--- config.mk ---
export PLATFORM = sky130hd
export DESIGN_NAME = cra_next_adr
export DESIGN_NICKNAME = d
export VERILOG_FILES = /design/src/rtl/cra_next_adr.sv
export SDC_FILE = /design/constraint.sdc
export NUM_CORES = 1
export LEC_CHECK = 0
export CAP_MARGIN = 20
export CORE_MARGIN = 2
export CORE_UTILIZATION = 35
export DETAILED_ROUTE_END_ITERATION = 8
export GPL_ROUTABILITY_DRIVEN = 0
export PLACE_DENSITY = 0.54
export RECOVER_POWER = 100
export SLEW_MARGIN = 30
export SYNTH_ARGS = -nofsm -noshare
export SYNTH_HDL_FRONTEND = slang
export SYNTH_SLANG_ARGS = --single-unit
--- constraint.sdc ---
create_clock -name clk -period 7.7 [get_ports clk]
set_clock_uncertainty 0.1 [all_clocks]
set_input_delay 1.54 -clock clk [delete_from_list [all_inputs] [get_ports clk]]
set_output_delay 1.54 -clock clk [all_outputs]
set_load 0.1 [all_outputs]
--- src/rtl/cra_next_adr.sv ---
// ---------------------------------------------------------------------------
// cra_next_adr - microcode next-address sequencer
//
// Computes and registers the CRAM address of the next microinstruction from
// the CRAM J/DISP/CALL fields, the skip and NICOND results and the DRAM
// dispatch fields. It also keeps a subroutine return stack, forces page-fail
// traps, and offers a diagnostic load/read path on the EBUS.
//
// Bit numbering: the CRAM documents number address bits 0..ADR_W-1 with bit 0
// as the MSB. The vectors here are declared [ADR_W-1:0], so CRAM bit k is
// vector index ADR_W-1-k (CRAM bit 10 is index 0, bits 7:9 are [3:1]).
//
// Ports
//   clk            in   microcode clock, all state changes on rising edge
//   RESET          in   synchronous active-high master reset
//   ADVANCE        in   clock enable; 0 holds all state
//   J              in   CRAM J field
//   DISP           in   CRAM dispatch select
//   CALL           in   CRAM CALL bit (push current address)
//   COND_ADR_10    in   skip-condition result
//   NICOND         in   NICOND[7:9] dispatch code
//   NICOND_TRAP_EN in   NICOND trap qualifier
//   DRAM_J         in   instruction dispatch address
//   DRAM_A         in   operand-mode dispatch
//   PAGE_ERROR     in   page-fail trap request
//   DIAG_LOAD_ADR  in   diagnostic address load strobe
//   DIAG_READ      in   diagnostic read enable
//   DIAG_SEL       in   diagnostic read select
//   EBUS_DATA_IN   in   EBUS data bits 25:35
//   CRADR          out  current CRAM address (registered)
//   SP             out  return-stack pointer
//   STACK_ERR      out  sticky stack overflow/underflow flag
//   EBUS_DRIVING   out  EBUS output enable (= DIAG_READ)
//   EBUS_DATA_OUT  out  diagnostic read data
// ---------------------------------------------------------------------------
module cra_next_adr #(
    parameter int                ADR_W       = 11,
    parameter int                STACK_DEPTH = 16,
    parameter logic [ADR_W-1:0]  PF_ADR      = 11'o1777
) (
    input  logic                            clk,
    input  logic                            RESET,
    input  logic                            ADVANCE,
    input  logic [ADR_W-1:0]                J,
    input  logic [2:0]                      DISP,
    input  logic                            CALL,
    input  logic                            COND_ADR_10,
    input  logic [2:0]                      NICOND,
    input  logic                            NICOND_TRAP_EN,
    input  logic [ADR_W-1:0]                DRAM_J,
    input  logic [2:0]                      DRAM_A,
    input  logic                            PAGE_ERROR,
    input  logic                            DIAG_LOAD_ADR,
    input  logic                            DIAG_READ,
    input  logic [1:0]                      DIAG_SEL,
    input  logic [ADR_W-1:0]                EBUS_DATA_IN,
    output logic [ADR_W-1:0]                CRADR,
    output logic [$clog2(STACK_DEPTH)-1:0]  SP,
    output logic                            STACK_ERR,
    output logic                            EBUS_DRIVING,
    output logic [ADR_W-1:0]                EBUS_DATA_OUT
);

    localparam int SP_W = $clog2(STACK_DEPTH);

    localparam logic [2:0] DISP_NONE   = 3'd0;
    localparam logic [2:0] DISP_RETURN = 3'd1;
    localparam logic [2:0] DISP_NICOND = 3'd2;
    localparam logic [2:0] DISP_DRAM_J = 3'd3;
    localparam logic [2:0] DISP_DRAM_A = 3'd4;

    logic [ADR_W-1:0] stack_mem [STACK_DEPTH];

    // Occupancy is tracked separately from SP so that a full stack (SP wrapped
    // back to 0) can be told apart from an empty one.
    logic [SP_W:0]    cnt;
    logic             stack_empty;
    logic             stack_full;
    logic [SP_W-1:0]  sp_dec;
    logic [ADR_W-1:0] stack_top;
    logic [ADR_W-1:0] n_adr;

    logic             adv_load;
    logic             adv_pf;
    logic             adv_norm;
    logic             is_ret;
    logic             do_push;
    logic             do_pop;
    logic             do_swap;

    logic [ADR_W-1:0] cradr_nxt;
    logic [SP_W-1:0]  sp_nxt;
    logic [SP_W:0]    cnt_nxt;
    logic             err_nxt;
    logic             wr_en;
    logic [SP_W-1:0]  wr_idx;

    assign stack_empty = (cnt == '0);
    assign stack_full  = (cnt == (SP_W+1)'(STACK_DEPTH));
    assign sp_dec      = SP - 1'b1;
    assign stack_top   = stack_empty ? '0 : stack_mem[sp_dec];

    // Normal next address; the OR terms land on the low-order (CRAM
    // high-numbered) bits of J.
    always_comb begin
        n_adr = J | ADR_W'(COND_ADR_10);
        case (DISP)
            DISP_NONE:   n_adr = J | ADR_W'(COND_ADR_10);
            DISP_RETURN: n_adr = stack_top | J;
            DISP_NICOND: n_adr = J | ADR_W'({NICOND, NICOND_TRAP_EN});
            DISP_DRAM_J: n_adr = DRAM_J;
            DISP_DRAM_A: n_adr = J | ADR_W'(DRAM_A);
            default:     n_adr = J | ADR_W'(COND_ADR_10);
        endcase
    end

    assign adv_load = ADVANCE & DIAG_LOAD_ADR;
    assign adv_pf   = ADVANCE & ~DIAG_LOAD_ADR & PAGE_ERROR;
    assign adv_norm = ADVANCE & ~DIAG_LOAD_ADR & ~PAGE_ERROR;
    assign is_ret   = (DISP == DISP_RETURN);

    // A page fail is a forced call: it pushes and never pops.
    assign do_push  = adv_pf | (adv_norm & CALL & ~is_ret);
    assign do_pop   = adv_norm & ~CALL & is_ret;
    // CALL with RETURN replaces the top entry in place.
    assign do_swap  = adv_norm & CALL & is_ret;

    always_comb begin
        cradr_nxt = CRADR;
        sp_nxt    = SP;
        cnt_nxt   = cnt;
        err_nxt   = STACK_ERR;
        wr_en     = 1'b0;
        wr_idx    = SP;

        if (adv_load) begin
            cradr_nxt = EBUS_DATA_IN;
            sp_nxt    = '0;
            cnt_nxt   = '0;
        end else if (adv_pf) begin
            cradr_nxt = PF_ADR;
        end else if (adv_norm) begin
            cradr_nxt = n_adr;
        end

        if (do_push) begin
            wr_en  = 1'b1;
            wr_idx = SP;
            if (stack_full) begin
                sp_nxt  = '0;
                err_nxt = 1'b1;
            end else begin
                sp_nxt  = SP + 1'b1;
                cnt_nxt = cnt + 1'b1;
            end
        end

        if (do_swap && !stack_empty) begin
            wr_en  = 1'b1;
            wr_idx = sp_dec;
        end

        if (do_pop) begin
            if (stack_empty) begin
                err_nxt = 1'b1;
            end else begin
                sp_nxt  = sp_dec;
                cnt_nxt = cnt - 1'b1;
            end
        end
    end

    always_ff @(posedge clk) begin
        if (RESET) begin
            CRADR     <= '0;
            SP        <= '0;
            cnt       <= '0;
            STACK_ERR <= 1'b0;
        end else begin
            CRADR     <= cradr_nxt;
            SP        <= sp_nxt;
            cnt       <= cnt_nxt;
            STACK_ERR <= err_nxt;
        end
    end

    // Stack contents are not reset; only the pointer and count are.
    always_ff @(posedge clk) begin
        if (wr_en && !RESET) begin
            stack_mem[wr_idx] <= CRADR;
        end
    end

    assign EBUS_DRIVING = DIAG_READ;

    always_comb begin
        EBUS_DATA_OUT = '0;
        if (DIAG_READ) begin
            case (DIAG_SEL)
                2'd0:    EBUS_DATA_OUT = CRADR;
                2'd1:    EBUS_DATA_OUT = stack_top;
                2'd2:    EBUS_DATA_OUT = ADR_W'({STACK_ERR, SP});
                default: EBUS_DATA_OUT = n_adr;
            endcase
        end
    end

endmodule

; ---- Yosys cells after proc, flatten, opt, wreduce, memory -nomap -nowiden
; Memories as Yosys holds them, arrays and structs flattened.
; Cells that the tools add are included.
; Widths: inputs -> output; s select.
[totals]
register_bits = 21
mem_bits_rw = 176
input_bits = 53
output_inout_bits = 28
word_cells = 67
memories = 1
[op_classes]
add_sub_neg = 4
eq_ne = 7
mux = 26
bitwise = 18
n_reduce_logical = 7
[mem_list]
columns = memory, words, width, read_ports, rd_clocked_by_memory_dff, write_ports, line_no
row1 = stack_mem, 16, 11, 1, 0, 1, 72  ; logic [ADR_W-1:0] stack_mem [STACK_DEPTH];
[ops]
columns = op, count
row1 = $mux 11, 5
row2 = $pmux 11 s4, 1
row3 = $pmux 11 s3, 1
row4 = $mux 5, 5
row5 = $mux 4, 6
row6 = $or 11x1->11, 1
row7 = $or 11x11->11, 1
row8 = $or 11x3->11, 1
row9 = $or 11x4->11, 1
row10 = $and 1x1->1, 9
row11 = $mux 1, 8
row12 = $eq 3x2->1 const B, 2
row13 = $add 5x1->5 const B, 1
row14 = $eq 5x5->1 const B, 1
row15 = $logic_not 5->1, 1
row16 = $sub 5x1->5 const B, 1
row17 = $add 4x1->4 const B, 1
row18 = $not 1->1, 4
row19 = $sub 4x1->4 const B, 1
row20 = $eq 3x1->1 const B, 1
row21 = $eq 3x3->1 const B, 1
row22 = $reduce_bool 3->1, 1
row23 = $eq 2x1->1 const B, 1
row24 = $eq 2x2->1 const B, 1
row25 = other kinds (4), 6

; ---- Depth between registers and ports, before layout
[depth]
ltp_word = 11
ltp_mapped = 14
depth_no_buf = 7

; ---- Least setup slack after synthesis
; No wires, ideal clock.
[synth_timing]
path_type = reg2out
start = register SP[0]
end = output port EBUS_DATA_OUT[3]
arrival_time_ns = 7.758
t_required_ns = 6.060
slack_ns = -1.698
path_stages_with_launch = 14
path_buffers = 6
cell_sequence = dfxtp_1 -> buf_6 -> buf_12 -> buf_6 -> buf_4 -> inv_1 -> ha_1 -> xnor2_1 -> buf_6 -> buf_4 -> mux2i_1 -> mux2i_1 -> a222oi_1 -> a2111oi_0
[synth_between]
elab_chain_cells = 7
[synth_lines]
columns = element, line_no
row1 = "start, declared", 58  ; output logic [$clog2(STACK_DEPTH)-1:0] SP,
row2 = "start signal, assigned", 181  ; SP <= sp_nxt;
row3 = $sub 4x1->4 (*), 100  ; assign sp_dec = SP - 1'b1;
row4 = $mem_v2 16x11 (*), --
row5 = $mux 11 (*), 101  ; assign stack_top = stack_empty ? '0 : stack_mem[sp_dec];
row6 = $or 11x11->11, 109  ; DISP_RETURN: n_adr = stack_top | J;
row7 = $pmux 11 s4, 107  ; case (DISP)
row8 = $pmux 11 s3 (*), 199  ; case (DIAG_SEL)
row9 = $mux 11 (*), 198  ; if (DIAG_READ) begin
row10 = "end, declared", 61  ; output logic [ADR_W-1:0] EBUS_DATA_OUT
; Mark *: on every way between the ends. The rest lies on a longest branch, timed or not.

; ---- Worst setup path in the final report
[layout_timing]
start = register SP[1]
end = output port EBUS_DATA_OUT[7]
; Same word-level chain as after synthesis.

==> run_results.csv <==
group,metric,value,unit
status,status,"finished, final reports clean",
placed_design,post-place-ws,1270,ps
synthesis,synth_top_area_cell,"edfxtp_1",
power,seqPwrFrac,50.2,%
detailed_routing,drt_pass1_iterations,6,
setup_path,worst_path_most_repeated_cell,"mux2i_1",
setup_path,cp_top_family,"buffers and inverters",
power,ir_drop,0.000144,V
setup_path,max_stage_delay,1230,ps
setup_path,cpMaxStageDelayCell,"dlygate4sd3_1",
synthesis,seq_area_frac_synth,61.8,%
placed_design,dp_hpwl,15800,um
detailed_routing,drc,0,
power,power.leakage,3.53,nW
floorplan,boundaryPins,81,
sta,drv_slew,0,
clocking,post_cts_buffers,0,
clocking,clock_latency,430,ps
worst_hold_path,hold_class,"reg -> reg",
floorplan,die-area,27700,um^2
synthesis,yosysWarnings,0,
global_routing,grt_max_degree,55,
power,p_int,1.77,mW
sta,worst_slew_pin_slew,1400,ps
global_routing,grt-ovfl-total,0,
setup_path,cp-start-kind,"flop",
synthesis,synth.most_common_cell,"edfxtp_1",
final_layout,syn_to_final_growth,18.2,%
final_layout,drive_above_1_share,12.4,%
final_layout,fillers,2370,
final_layout,diodes,0,
detailed_routing,finalWirelength,23600,um
sta,relSlewSlack,5.89,%
synthesis,synth.area.top_cells,"edfxtp_1 57%, mux4_1 6.8%, mux4_2 5.4%",
sta,fin_hold_ws,434,ps
placed_design,port_buffers,80,
sta,fmax,0.148,GHz
floorplan,die_w,166,um
sta,hold_viol,0,
final_layout,fin_nets,749,
setup_path,criticalPathCategory,"reg -> out",
floorplan,die_y,166,um
final_layout,post-route-util,42.0,%
clocking,cts-root-buf,"clkbuf_16",
clocking,cts_tree,"built",
synthesis,yosys.cell_types.count,77,
clocking,path_clk_slew,80,ps
synthesis,synthFlopType,"edfxtp_1",
setup_path,crit_buf_inv,3,
floorplan,core,26000,um^2
power,p_comb_share,12.8,%
synthesis,async_flop_share,0,%
synthesis,avgSynthCellArea,15.2,um^2
detailed_routing,vias_per_cell,5.74,
clocking,cts_buffer_depth,2,
sta,period_minus_slack,6770,ps
power,p_clk_share,37.0,%
power,sw_frac_of_total,26.3,%
sta,rsz0062_at_grt,"false",
setup_path,cp.required,6060,ps
detailed_routing,wire_per_inst,22.7,um
power,netSwitchingPower,630,uW
global_routing,grt_usage,16.9,%
setup_path,cp-end-kind,"output port",
clocking,cts_made_buffers,17,
detailed_routing,ant_nets,0,
clocking,htreeDepth,4,
setup_path,critPathMaxFanout,22,
detailed_routing,drt_iter0_drc,814,
detailed_routing,vias,5961,
clocking,cts.repair.resized,0,
sta,fin_tns_setup,0,ps
global_routing,grt_pass1_wl,35700,um
job,cap_violations,0,
synthesis,synth_seq_cells,197,
sta,timing.final.ws_setup,935,ps
clocking,ctsHoldBuffers,0,
sta,setup_viol,0,
synthesis,synth_edf_count,176,
power,power_density,220,nW/um^2
setup_path,crit_chain,"inv_1, ha_1, clkbuf_1, mux4_1, mux2i_1, mux2i_1, nand3_1, a21oi_1, dlygate4sd3_1",
synthesis,synth.top_cell.area_share,57.2,%
synthesis,syn-num-nets,666,
setup_path,critPathArrivalTime,5130,ps
synthesis,syn_area,9240,um^2
global_routing,grt_pass1_vias,5728,
global_routing,antenna_found_initial,0,
clocking,clkSinkCount,197,
synthesis,syn_inst,608,
sta,period_share,87.9,%
floorplan,rows,59,
floorplan,start_util,35.5,%
synthesis,synth_commonest_cells,"176 x edfxtp_1, 38 x nor2_1, 24 x a21oi_1, 24 x mux4_1, 23 x nor3_1",
==> worst paths after layout <==
kind / startpoint / end / slack, ps / depth (start not counted)
hold reg to reg: cnt[1]$_SDFF_PP0_ / cnt[1]$_SDFF_PP0_ / 430 / 2
setup reg to reg: SP[1]$_SDFF_PP0_ / stack_mem[9][2]$_DFFE_PP_ / 3020 / 6
setup / recovery: SP[1]$_SDFF_PP0_ / EBUS_DATA_OUT[7] / 930 / 9
hold / removal: cnt[1]$_SDFF_PP0_ / cnt[1]$_SDFF_PP0_ / 430 / 2
==> routing by layer <==
layer / wire length [um] / global-route usage [%] / vias to the layer above
met1: 10600 / 23.6 / 3053
met2: 11200 / 27.4 / 230
met5: 0 / 0 / -
met3: 1470 / 3.18 / 26
li1: - / - / 2652
met4: 333 / 4.42 / 0
==> worst register-to-register path, cell delays in order (launching register included) <==
cell,delay (ps)
dfxtp_1,600
inv_1,150
ha_1,980
clkbuf_1,620
a31oi_1,360
nor3_1,1060
clkbuf_1,460
==> logic make-up after synthesis <==
kind of cell    synth area share [%]
flops                           61.8
simple gates                    8.14
compound gates                  10.5
mux                             15.4
buf+inv                         3.44
fa+ha+maj                      0.677
xor+xnor                      0.0949
==> registers in the layout, summed over array words and instances (netlist names) <==
register,flops
stack_mem,176
CRADR,11
cnt,5
SP,4
STACK_ERR,1
==> per-stage QoR <==
step | power, mW | area (um^2) | std cells
after floorplan | 1.44 | 9250 | 608
after global placement | 1.54 | 10400 | 1007
after detailed placement | 1.54 | 10400 | 1007
after CTS | 2.43 | 11000 | 1039
after global routing | 2.48 | 10900 | 1039
final | 2.40 | 10900 | 1039
==> final cells by class <==
type,count,area [um^2],area share (%)
Clock buffer,20,457,4.18
Multi-Input combinational cell,355,3250,29.8
Tap cell,335,419,3.84
Timing Repair Buffer,104,886,8.11
Inverter,16,60.1,0.550
Sequential cell,197,5710,52.3
Clock inverter,12,140,1.28
==> power groups by stage <==
stage,registers [mW],clock network [mW],logic (mW)
2_1_floorplan,1.26,0,0.175
3_3_place_gp,1.23,0,0.312
3_5_place_dp,1.23,0,0.313
4_1_cts,1.20,0.906,0.315
5_1_grt,1.21,0.947,0.325
6_report,1.20,0.887,0.308
==> placed cells by master (no fill, tap or decap), types with 6 or more instances in the layout <==
cell,count
a211o_1,7
mux4_2,22
a21o_1,8
a211oi_1,9
dlygate4sd3_1,28
clkbuf_16,17
clkdlybuf4s50_1,48
dfxtp_1,20
o22ai_1,12
nand2b_1,6
edfxtp_1,176
mux4_1,24
nor3_1,19
inv_1,15
nand3_1,13
mux2_2,10
nor2_1,38
o21ai_0,12
a22oi_1,7
clkbuf_1,24
a21oi_1,24
nand2_1,18
mux2i_1,17
a31oi_1,10
No activity file was read; power rests on OpenSTA's default activity.
==> patch 1 (config.mk and constraints unchanged) <==
Take the reset off `CRADR` and load it in a clocked block of its own.
--- a/src/rtl/cra_next_adr.sv
+++ b/src/rtl/cra_next_adr.sv
@@ -173,14 +173,16 @@
     always_ff @(posedge clk) begin
         if (RESET) begin
-            CRADR     <= '0;
             SP        <= '0;
             cnt       <= '0;
             STACK_ERR <= 1'b0;
         end else begin
-            CRADR     <= cradr_nxt;
             SP        <= sp_nxt;
             cnt       <= cnt_nxt;
             STACK_ERR <= err_nxt;
         end
+    end
+
+    always_ff @(posedge clk) begin
+        CRADR <= cradr_nxt;
     end
 
Check against the original RTL: not equivalent (a bounded check fails within 4 cycles, from zero or initial values and one cycle with RESET high).
==> patch 1 against the unedited design <==
  * The run now ends with capacitance limit, slew limit left
  * Power grew 0.99%
  * Global-route usage grew 0.39 points
  * Final area shrank 1.5%
  * Worst setup slack gained 95 ps
  * Sequential cell count is the same
  * Wire length grew 0.50%
  * Area after synthesis shrank 0.85%
==> patch 1: results (changes against the unedited design) <==
metric;value;unit;change
violated checks;capacitance limit, slew limit;;
Max VDD drop;0.156;mV;was 0.144 mV
max cap viols;2;;was 0
Syn Nets;625;;was 666
sequential share of the synthesized area;63.5;%;was 61.8%
worst-path fanout max;18;;was 22
relative slew slack;-6.83;%;was 5.89%
Place WS;1250;ps;was 1270 ps
largest net degree at the start of global routing;53;;was 55
Ant. Diodes;0;;unchanged
first-pass GRT wire length;35.5;mm;was 35.7 mm
First-pass DRT Iterations;5;;was 6
Nets;699;;was 749
fillers;2339;;was 2,370
routed via count;5623;;was 5,961
Total Wirelength;23.7;mm;was 23.6 mm
Worst EP arrival;5030;ps;was 5130 ps
Yosys cell types;83;;was 77
GRT Total Usage;17.3;%;was 16.9%
layout cell share with drive strength beyond 1;15.0;%;was 12.4%
Area contributors post-synth;edfxtp_1, mux4_2, mux4_1, mux2i_1, dfxtp_1;;was edfxtp_1, mux4_1, mux4_2, dfxtp_1, mux2i_1
Post-synth top cells;edfxtp_1, nor2_1, mux4_2;;was edfxtp_1, nor2_1, a21oi_1, mux4_1, nor3_1
Post-synth EDFFs;187;;was 176
max-slew violation count;24;;was 0
outcome;finished, violations left;;was complete, no violations
vias in the first global route;5671;;was 5,728
CP max stage cell;dlygate4sd3_1;;unchanged
[patch 1: power breakdown]
part           internal, mW  switching, mW  leakage, nW
combinational        0.0954          0.171         1.29
sequential             1.19         0.0236         1.76
clock                 0.528          0.416        0.308
[patch 1: logic make-up (layout without fill, tap and decap cells)]
family / count (synthesis) / count (layout) / synth area share, %
muxes: 75 / 75 / 14.9
and+or+nand+nor: 121 / 121 / 7.75
adders and majority gates: 5 / 5 / 0.683
xor gates and xnor gates: 3 / 3 / 0.369
buffers and inverters: 48 / 135 / 3.40
DFF: 197 / 197 / 63.5
AOI/OAI and AO/OA: 118 / 118 / 9.39
[patch 1: worst paths after layout]
path | from | endpoint | slack, ps
worst max-delay path | DISP[0] | EBUS_DATA_OUT[8] | 1030
worst min-delay path | cnt[1] | cnt[1] | 460
worst max register to register | SP[1] | stack_mem[12][2] | 3840
worst min register to register | cnt[1] | cnt[1] | 460
[patch 1: layer usage]
metal | vias to the layer above | routed length [microns]
li1 | 2497 | -
met1 | 2867 | 10500
met2 | 224 | 11400
met3 | 35 | 1350
met4 | 0 | 469
met5 | - | 0
[patch 1: cell type report]
cell class	instances	share of cell area, %
sequential	197	54.1
clock buffer	17	3.96
timing repair buffer	92	7.75
inverter	11	0.384
multi-input combinational	322	28.0
tap	335	3.90
clock inverter	15	1.94
[patch 1: worst register-to-register path: stages (launching register included)]
cell	delay (ps)
dfxtp_1	610
inv_1	180
ha_2	980
nand3_1	200
a21bo_1	270
nor2_1	1120
[patch 1: metrics by stage]
step                      std cells  util [%]  instance area (sq um)  hold WS [ps]  total power [mW]
after detailed placement        957      39.5                  10200           438              1.51
after global placement          957      39.5                  10200           409              1.50
after floorplan                 567         -                   9160           395              1.42
final                           989      41.6                  10800           459              2.42
after global routing            989      41.6                  10800           499              2.50
after CTS                       989      42.0                  10800           458              2.45
==> patch 2 (same settings) <==
Without the edit above. Set the parameter `STACK_DEPTH` to 32 (it was 16).
--- a/src/rtl/cra_next_adr.sv
+++ b/src/rtl/cra_next_adr.sv
@@ -36,5 +36,5 @@
 module cra_next_adr #(
     parameter int                ADR_W       = 11,
-    parameter int                STACK_DEPTH = 16,
+    parameter int                STACK_DEPTH = 32,
     parameter logic [ADR_W-1:0]  PF_ADR      = 11'o1777
 ) (
Ports: changed (resized SP); port bits go from 81 to 82. The function was not compared with the original's and may differ.
==> patch 2 against the unedited design <==
  * The run now ends with capacitance limit, slew limit left
  * Core utilization decreased by 0.67 points
  * Power increased by 86%
  * Sequential cell count increased by 178
  * Worst setup slack got worse by 150 ps
  * Critical path type unchanged
  * Final area increased by 71%
  * Wire length increased by 73%
  * Count of clock-buffer cells in the layout increased by 32
  * Sequential share of layout area increased by 6.7 points
  * Area after synthesis increased by 74%
  * Largest cell class unchanged
==> patch 2: results (changes against the unedited design) <==
metric;value;unit;change
Slew @ Worst Pin;1990;ps;was 1400 ps
Starting DRT DRC Count;1068;;was 814
layout cell share with drive strength beyond 1;15.7;%;was 12.4%
Syn Nets;1029;;was 666
Yosys cell types;71;;was 77
routed via count;9212;;was 5,961
Area contributors post-synth;edfxtp_1, mux4_2, dfxtp_1, nor2_1, mux2i_1;;was edfxtp_1, mux4_1, mux4_2, dfxtp_1, mux2i_1
Post-synth EDFFs;352;;was 176
PortBufs;81;;was 80
WL per Instance;24.0;microns;was 22.7 microns
fillers;4118;;was 2,370
sequential share of the synthesized area;68.7;%;was 61.8%
number of H-tree levels;2;;was 4
top flop regs;stack_mem (352), CRADR (11), cnt (6);;was stack_mem (176), CRADR (11), cnt (5)
Nets;1131;;was 749
First-pass DRT Iterations;5;;was 6
GRT Total Usage;17.1;%;was 16.9%
Skew-Pair Late Insertion Delay;530;ps;was 430 ps
first-pass GRT wire length;60.1;mm;was 35.7 mm
CP max stage cell;clkbuf_1;;was dlygate4sd3_1
CP peak stage delay;840;ps;was 1230 ps
max cap viols;10;;was 0
violated checks;capacitance limit, slew limit;;
leakage power total;5.96;nW;was 3.53 nW
outcome;finished, violations left;;was complete, no violations
max-slew violation count;361;;was 0
placed cell count;1632;;was 1,007
final cell count without fillers;1699;;was 1,039
DP Wirelength;26.1;mm;was 15.8 mm
Worst-path clk slew;60;ps;was 80 ps
worst-path fanout max;48;;was 22
patch 2: cell types whose count changed after synthesis, moves of 7 or more:
cell / unedited run / this run
mux4_1: 24 / 0
nor2_1: 38 / 109
nand2_1: 18 / 51
mux2_2: 11 / 2
mux2i_1: 17 / 29
a211o_1: 7 / 0
clkbuf_1: 15 / 33
o21ai_0: 11 / 21
nor2b_1: 2 / 11
edfxtp_1: 176 / 352
o22ai_1: 12 / 19
mux4_2: 22 / 92
patch 2: logic make-up (layout without fill, tap and decap cells):
group                    after synthesis  count (layout)  synth area share (%)
AO/OA/AOI/OAI                        144             144                  6.34
AND/OR/NAND/NOR                      247             247                  7.05
flip-flops                           375             375                  68.7
adder cells (fa/ha/maj)                4               4                 0.312
buffers and inverters                 69             196                  2.02
XOR/XNOR                              10              10                 0.686
multiplexers                         123             123                  14.9
patch 2: where the power goes:
part / internal [mW] / switching, mW
combinational: 0.135 / 0.270
sequential: 2.25 / 0.00837
clock: 1.05 / 0.749
total: 3.44 / 1.03
patch 2: final timing paths:
path,from,to,slack (ps),cells after the start
hold / removal,cnt[0],cnt[0],420,2
setup / recovery,SP[1],EBUS_DATA_OUT[4],780,10
setup reg to reg,SP[1],CRADR[0],3080,9
hold reg to reg,cnt[0],cnt[0],420,2
patch 2: layout make-up:
cell class	instances	area share, %
sequential	375	58.9
clock buffer	52	5.81
inverter	12	0.241
tap	600	4.01
clock inverter	15	0.628
timing repair buffer	117	5.14
multi-input combinational	528	25.2
patch 2: routing by layer:
layer	up-vias	track usage (%)	share of wire (%)
met2	329	26.1	45
met5	-	0	0
met4	0	5.53	3.0
met3	56	2.98	6.4
li1	4125	-	-
met1	4702	24.9	46
patch 2: worst register-to-register path, cell delays in order, from the launching register on:
cell,delay [ps]
dfxtp_1,630
inv_1,150
ha_4,820
clkbuf_1,860
mux4_2,460
mux4_2,470
mux2i_1,340
nor2_1,100
a2111oi_0,480
nor3_1,100
patch 2: metrics by stage:
stage               hold slack [ps]  setup slack (ps)  instance area, sq um
global route                    476               587                 18700
finish                          424               781                 18700
floorplan                       389              1100                 16000
global placement                408              1630                 17600
detailed placement              412              1590                 17700
CTS                             421              1270                 18900
